**config.mk**
```make
export PLATFORM = sky130hd
export DESIGN_NAME = fft_stage_sequencer
export DESIGN_NICKNAME = d
export VERILOG_FILES = /design/src/rtl/fft_stage_sequencer.sv
export SDC_FILE = /design/constraint.sdc
export NUM_CORES = 1
export LEC_CHECK = 0
export CORE_MARGIN = 4
export CORE_UTILIZATION = 43
export DETAILED_ROUTE_END_ITERATION = 12
export GPL_ROUTABILITY_DRIVEN = 1
export PLACE_DENSITY_LB_ADDON = 0.15
export SETUP_SLACK_MARGIN = 0.1
export SLEW_MARGIN = 20
export SYNTH_ARGS = -nofsm -noshare
export SYNTH_HDL_FRONTEND = slang
export SYNTH_SLANG_ARGS = --single-unit
```
**constraint.sdc**
```tcl
create_clock -name clk -period 1.6 [get_ports clk]
set_input_delay 0.16 -clock clk [delete_from_list [all_inputs] [get_ports clk]]
set_output_delay 0.16 -clock clk [all_outputs]
set_load 0.01 [all_outputs]
```
**src/rtl/fft_stage_sequencer.sv**
```systemverilog
// rtl/fft_stage_sequencer.sv - load/run/drain sequencer for the radix-2 FFT stage pipeline
// Optional stage watchdog: define FFT_SEQ_WDOG_EN to enable it; otherwise err is tied 0.
module fft_stage_sequencer #(
  parameter int NUMSTAGES   = 5,
  parameter int WDOG_CYCLES = 24
) (
  input  logic       clk,
  input  logic       rst_n,
  input  logic       start,
  input  logic       abort,
  input  logic       load_done,
  input  logic       stage_done_tgl,
  input  logic       out_ready,
  output logic       load_req,
  output logic       stage_en,
  output logic [2:0] stage_num,
  output logic       buf_sel,
  output logic       busy,
  output logic       out_valid,
  output logic       done,
  output logic       err
);

  typedef enum logic [2:0] {
    S_IDLE,
    S_LOAD,
    S_RUN,
    S_GAP,
    S_DRAIN
  } state_t;

  localparam logic [2:0] LAST_STAGE = 3'(NUMSTAGES - 1);

  state_t     r_state;
  logic       r_tgl_q;
  logic       r_load_req;
  logic       r_stage_en;
  logic [2:0] r_stage_num;
  logic       r_buf_sel;
  logic       r_busy;
  logic       r_out_valid;
  logic       r_done;

  logic       w_edge;
  logic       w_last_stage;
  logic       w_wdog_fire;

  // Any level change of the toggle since last cycle marks one finished stage.
  assign w_edge       = stage_done_tgl ^ r_tgl_q;
  assign w_last_stage = (r_stage_num == LAST_STAGE);

`ifdef FFT_SEQ_WDOG_EN
  logic [4:0] r_wdog;
  logic       r_err;

  // The watchdog trips on the RUN cycle that would be the WDOG_CYCLES-th without an edge.
  assign w_wdog_fire = (r_state == S_RUN) && !w_edge && (r_wdog == 5'(WDOG_CYCLES - 1));

  // Count edge-less RUN cycles; any other state (including RUN entry) restarts from zero.
  always_ff @(posedge clk or negedge rst_n) begin
    if (!rst_n) begin
      r_wdog <= 5'd0;
      r_err  <= 1'b0;
    end else begin
      if (r_state == S_RUN && !w_edge && !w_wdog_fire) begin
        r_wdog <= r_wdog + 5'd1;
      end else begin
        r_wdog <= 5'd0;
      end
      if (w_wdog_fire) begin
        r_err <= 1'b1;
      end
    end
  end

  assign err = r_err;
`else
  assign w_wdog_fire = 1'b0;
  assign err         = 1'b0;
`endif

  // Lifecycle FSM: IDLE -> LOAD -> (RUN -> GAP)* -> RUN -> DRAIN -> IDLE, with abort back to IDLE.
  always_ff @(posedge clk or negedge rst_n) begin
    if (!rst_n) begin
      r_state     <= S_IDLE;
      r_tgl_q     <= 1'b0;
      r_load_req  <= 1'b0;
      r_stage_en  <= 1'b0;
      r_stage_num <= 3'd0;
      r_buf_sel   <= 1'b0;
      r_busy      <= 1'b0;
      r_out_valid <= 1'b0;
      r_done      <= 1'b0;
    end else begin
      r_tgl_q <= stage_done_tgl;
      r_done  <= 1'b0;
      if (r_state != S_IDLE && (abort || w_wdog_fire)) begin
        // Cancel: drop every request and forget the partial transform, no done pulse.
        r_state     <= S_IDLE;
        r_load_req  <= 1'b0;
        r_stage_en  <= 1'b0;
        r_stage_num <= 3'd0;
        r_buf_sel   <= 1'b0;
        r_busy      <= 1'b0;
        r_out_valid <= 1'b0;
      end else begin
        case (r_state)
          S_IDLE: begin
            if (start && !abort) begin
              r_state     <= S_LOAD;
              r_load_req  <= 1'b1;
              r_stage_num <= 3'd0;
              r_buf_sel   <= 1'b0;
              r_busy      <= 1'b1;
            end
          end
          S_LOAD: begin
            if (load_done) begin
              r_state    <= S_RUN;
              r_load_req <= 1'b0;
              r_stage_en <= 1'b1;
            end
          end
          S_RUN: begin
            if (w_edge) begin
              r_stage_en <= 1'b0;
              if (w_last_stage) begin
                r_state     <= S_DRAIN;
                r_out_valid <= 1'b1;
              end else begin
                r_state     <= S_GAP;
                r_stage_num <= r_stage_num + 3'd1;
                r_buf_sel   <= ~r_buf_sel;
              end
            end
          end
          S_GAP: begin
            // One cycle with stage_en low lets the stage controller clear its counter.
            r_state    <= S_RUN;
            r_stage_en <= 1'b1;
          end
          S_DRAIN: begin
            // buf_sel keeps pointing at the result buffer after hand-off.
            if (out_ready) begin
              r_state     <= S_IDLE;
              r_out_valid <= 1'b0;
              r_busy      <= 1'b0;
              r_done      <= 1'b1;
            end
          end
          default: begin
            r_state     <= S_IDLE;
            r_load_req  <= 1'b0;
            r_stage_en  <= 1'b0;
            r_stage_num <= 3'd0;
            r_buf_sel   <= 1'b0;
            r_busy      <= 1'b0;
            r_out_valid <= 1'b0;
          end
        endcase
      end
    end
  end

  assign load_req  = r_load_req;
  assign stage_en  = r_stage_en;
  assign stage_num = r_stage_num;
  assign buf_sel   = r_buf_sel;
  assign busy      = r_busy;
  assign out_valid = r_out_valid;
  assign done      = r_done;

endmodule
```
### Word-level counts from Yosys, hierarchy flattened

Cells that the tools add are included.
Widths: inputs -> output; s select.

| storage, ports and cells | value |
|---|---|
| register bits after elaboration | 13 |
| logic and storage cells | 79 |
| bits of input ports | 7 |
| output and inout port bits | 10 |

| cells by class | value |
|---|---|
| bitwise gates (word level) | 2 |
| muxes and demuxes | 35 |
| eq/ne operators | 16 |
| add/subtract/negate cells | 1 |
| reductions and logical operators | 16 |

Operator list:

| cell | number |
|---|---|
| $mux 3 | 10 |
| $mux 1 | 18 |
| $ne 3x3->1 const B | 6 |
| $pmux 3 s5 | 1 |
| $pmux 1 s3 | 4 |
| $reduce_and 4->1 | 3 |
| $reduce_or 3->1 | 4 |
| $ne 2x1->1 const B | 5 |
| $pmux 3 s3 | 1 |
| $reduce_and 3->1 | 3 |
| $eq 3x2->1 const B | 2 |
| $eq 3x3->1 const B | 2 |
| $pmux 1 s4 | 1 |
| $add 3x1->3 const B | 1 |
| $eq 3x1->1 const B | 1 |
| $logic_not 3->1 | 1 |
| $reduce_bool 3->1 | 1 |
| $logic_and 1x1->1 | 2 |
| $reduce_or 2->1 | 1 |
| $logic_not 1->1 | 1 |
| $not 1->1 | 1 |
| $xor 1x1->1 | 1 |

### Depth between registers and ports, before layout

| depth | value |
|---|---|
| depth after elaboration | 5 |
| depth in mapped cells | 7 |
| mapped depth without buffers | 7 |

### Worst setup path before layout

No wires, ideal clock.

| timing | value |
|---|---|
| path kind | reg2reg |
| start point | register r_stage_num[0], in the netlist stage_num[0] |
| end point | register r_stage_num[2], in the netlist stage_num[2] |
| data arrival time | 1419 ps |
| cell stages (with the launch flop) | 8 |
| period minus slack after synthesis | 1541 ps |
| slack | 59 ps |
| required time | 1479 ps |
| path buffers | 0 |
| library setup time | 121 ps |
| cell sequence | dfrtp_1 -> inv_1 -> ha_1 -> nand2_1 -> nor2_4 -> a311oi_4 -> o21ai_2 -> o2bb2ai_1 |

| between the ends | value |
|---|---|
| longest elaborated chain between the ends | 5 |
| elaborated cells between the ends (all ways) | 8 |
| classes of those cells | 1 x add/sub; 2 x eq/ne; 4 x mux; 1 x reduce/logical |

RTL lines:

| what | line | text |
|---|---|---|
| start, declared | 38 | `logic [2:0] r_stage_num;` |
| start signal, assigned | 132 | `r_stage_num <= r_stage_num + 3'd1;` |
| $add 3x1->3 | 132 |  |
| $mux 3 | 127 | `if (w_last_stage) begin` |
| $mux 3 | 125 | `if (w_edge) begin` |
| $pmux 3 s3 | 107 | `case (r_state)` |
| $mux 3 | 97 | `if (r_state != S_IDLE && (abort \|\| w_wdog_fire)) begin` |

Several ways; a longest one is shown, not always the timed one. The select of a mux whose other input is x is not followed.
A chain may end at the register's enable or synchronous reset.

### Final worst setup path

| timing | value |
|---|---|
| start point | register r_state[2] |
| end point | register r_stage_num[0], in the netlist stage_num[0] |

| between the ends | value |
|---|---|
| longest elaborated chain between the ends | 4 |
| elaborated cells between the ends (all ways) | 15 |
| classes of those cells | 8 x eq/ne; 2 x mux; 5 x reduce/logical |

RTL lines:

| what | line | text |
|---|---|---|
| start, declared | 34 | `state_t r_state;` |
| start signal, assigned | 85 | `r_state <= S_IDLE;` |
| start signal, assigned | 99 | `r_state <= S_IDLE;` |
| start signal, assigned | 110 | `r_state <= S_LOAD;` |
| $eq 3x3->1 (tied with other cells) | 107 |  |
| $reduce_or 3->1 (no line) or $logic_and 1x1->1 (tied branches) | n/a |  |
| $pmux 3 s3 (tied with other cells) | 107 |  |
| $mux 3 or $reduce_and 4->1 (tied branches) | n/a |  |

Several ways; a longest one is shown, not always the timed one.

==> flow_metrics.tcl <==
set metrics [dict create \
    outcome "complete, no violations" \
    grt_max_degree 14 \
    ys.flop_type "dfrtp_1" \
    synth_edf_count 0 \
    whs_ns 0.1777 \
    max_freq_ghz 0.6568 \
    dpl.hpwl_um 1286 \
    firstDrtPassIters 4 \
    powerDensity_nw_per_um2 1137 \
    dieWidth_um 50.58 \
    crit_fanout 7 \
    leakagePower_nw 0.5215 \
    synth.distinct_cells 38 \
    syn-num-nets 88 \
    synthArstFlopShare_pct 100.0 \
    antenna_left 0 \
    slowest_stage "or3b_2" \
    finalSetupTns_ns 0 \
    area_growth_syn_to_layout_pct 51.04 \
    cts_made_buffers 3 \
    power.total_mw 1.339 \
    skew_ns 0.003676 \
    synth_warnings 0 \
    critPathBufInv 0 \
    grt_pass1_wl_um 3036 \
    io_pins 17 \
    synth_top_area_cell "dfrtp_1" \
    drt_wl_total_um 1903 \
    yosys.area.top_type_share_pct 41.73 \
    io_buffers 15 \
    synth_cells 79 \
    synthTopCellsByArea "dfrtp_1 42%, o21ai_0 3.9%, nand2_1 3.9%" \
    core_um2 1727 \
    netlist_area_um2 779.5 \
    multi_input_area_um2 467.9 \
    synth_seq_cells 13 \
    fp.dieH_um 50.58 \
    path_class "reg -> reg" \
    routedWlPerCell_um 13.59 \
    via_per_inst 5.236 \
    initial_core_util_pct 45.14 \
    fillers 134 \
    dieArea_um2 2558 \
    clock_sinks 13 \
    slowest_delay_ns 0.52 \
    clock_path_buffers 2 \
    vias 733 \
    final.period_utilization_pct 95.16 \
    gp_congestion 0.7877 \
    crit_arrival_ns 1.68 \
    drc_errors 0 \
    grtUsageTotal_pct 15.98 \
    overflow 0 \
    startpoint_type "register" \
    maxSlewViolCount 0 \
    finalHoldViolCount 0 \
    hold_class "in -> async" \
    ctsRootBufferMaster "clkbuf_4" \
    drt_iter0_drc 27 \
    antenna_found_initial 0 \
    ir_worst_vdd_mv 0.7331 \
    cp_top_family "simple AND/OR/NAND/NOR gates" \
    nNetsFinal 125 \
    cts_max_level 1 \
    tritoncts "built" \
    drv_cap 0 \
    ys_seq_area_share_pct 41.73 \
    drive_above_1_share_pct 37.39 \
    diodes 0 \
    clk_pin_slew_worst_paths_ns 0.08 \
    syn_avg_cell_area_um2 9.867 \
    setup_viol 0 \
    end_kind "register" \
    critical_path_required_ns 1.76 \
    seq_area_um2 327.8 \
    rows 15 \
    final.min_clock_period_ns 1.523 \
    path_cells "or3b_2 -> o2bb2ai_4 -> a311oi_4 -> nand3_1 -> o21ai_1" \
    clkLatencyLatePin_ns 0.28 \
    rsz0062_at_grt "yes" \
    grt_pass1_vias 704 \
]
[power by group]
part	leakage (nW)	internal, mW	switching (mW)
Clock	0.0150	0.0970	0.115
Sequential	0.171	0.398	0.0500
Combinational	0.336	0.353	0.326
Total	0.521	0.847	0.492
[cell usage after synthesis, types with 2 or more instances]
cell / count
inv_1: 2
a21oi_1: 3
ha_1: 2
nand2_1: 8
nand2b_1: 2
nor2b_1: 2
nor4b_1: 2
buf_4: 3
o22ai_1: 2
o21ai_1: 3
nor2_1: 3
o41ai_1: 2
nand3_1: 3
o21ai_0: 6
dfrtp_1: 13
[per-layer routing]
| layer | vias up | GRT usage [%] | wire [µm] |
|---|---|---|---|
| li1 | 365 | - | - |
| met1 | 343 | 21.11 | 919 |
| met2 | 23 | 24.78 | 843 |
| met3 | 2 | 3.858 | 112 |
| met4 | 0 | 6.726 | 27 |
| met5 | - | 0 | 0 |
[cell families after synthesis]
group	Yosys count	synth area share [%]
compound gates	25	24.24
xor+xnor	1	1.124
fa+ha+maj	2	3.210
buf+inv	7	4.975
flops	13	41.73
mux	1	1.284
other cells	1	0.4811
simple gates	29	22.95
[worst reg2reg max path: stages (launching register included)]
cell,delay (ns)
dfrtp_2,0.44
or3b_2,0.52
o2bb2ai_4,0.17
a311oi_4,0.08
nand3_1,0.13
o21ai_1,0.06
[repair_timing]
item | CTS | global route
pin swaps | 7 | 3
hold buffers | 0 | 0
endpoints found under the setup margin | 6 | 9
setup buffers | 6 | 0
resized for setup | 11 | 5
[sequential cells by signal, indices dropped and copies added (netlist names)]
| name | flops |
|---|---|
| buf_sel | 1 |
| busy | 1 |
| stage_num | 3 |
| r_tgl_q | 1 |
| r_state | 3 |
| done | 1 |
| load_req | 1 |
| out_valid | 1 |
| stage_en | 1 |
[area by class of cell]
cell class | instances | area share [%]
Multi-Input combinational cell | 59 | 39.74
Sequential cell | 13 | 27.84
Timing Repair Buffer | 37 | 26.89
Tap cell | 25 | 2.657
Clock buffer | 4 | 2.232
Inverter | 2 | 0.6376
[worst paths after layout]
path	startpoint	end	slack [ns]	cells past startpoint
max	r_state[2]$_DFFE_PN0P_	stage_num[0]$_DFFE_PN0P_	0.08	5
min	rst_n	out_valid$_DFFE_PN0P_	0.18	2
max reg2reg	r_state[2]$_DFFE_PN0P_	stage_num[0]$_DFFE_PN0P_	0.08	5
min reg2reg	buf_sel$_DFFE_PN0P_	buf_sel$_DFFE_PN0P_	0.48	1
max in group asynchronous	rst_n	r_state[0]$_DFFE_PN0P_	1.24	2
min in group clk	stage_done_tgl	r_tgl_q$_DFF_PN0_	0.40	1
[layout by cell type, fill, tap and decap left out, types with 2 or more instances in the layout]
| cell type | synthesis | final |
|---|---|---|
| dfrtp_1 | 13 | 11 |
| nor2b_1 | 2 | 2 |
| o41ai_1 | 2 | 2 |
| nand2b_1 | 2 | 2 |
| nand3_1 | 3 | 3 |
| o21ai_0 | 6 | 5 |
| buf_4 | 3 | 22 |
| o21ai_1 | 3 | 4 |
| nor2_2 | 0 | 2 |
| clkbuf_4 | 0 | 3 |
| nand2_1 | 8 | 7 |
| dfrtp_2 | 0 | 2 |
| o22ai_1 | 2 | 2 |
| clkdlybuf4s50_1 | 0 | 13 |
| a21oi_1 | 3 | 3 |
[stage by stage]
| stage | util, % | cell area, µm² | cells | setup WS, ns |
|---|---|---|---|---|
| floorplan | - | 779.5 | 79 | 0.1064 |
| global placement | 60.80 | 1050 | 130 | -0.2346 |
| detailed placement | 60.80 | 1050 | 130 | -0.2832 |
| CTS | 67.10 | 1159 | 140 | 0.06354 |
| global route | 68.19 | 1177 | 140 | 0.009909 |
| finish | 68.19 | 1177 | 140 | 0.07750 |
Note: power is estimated with default switching activity, not from simulation.
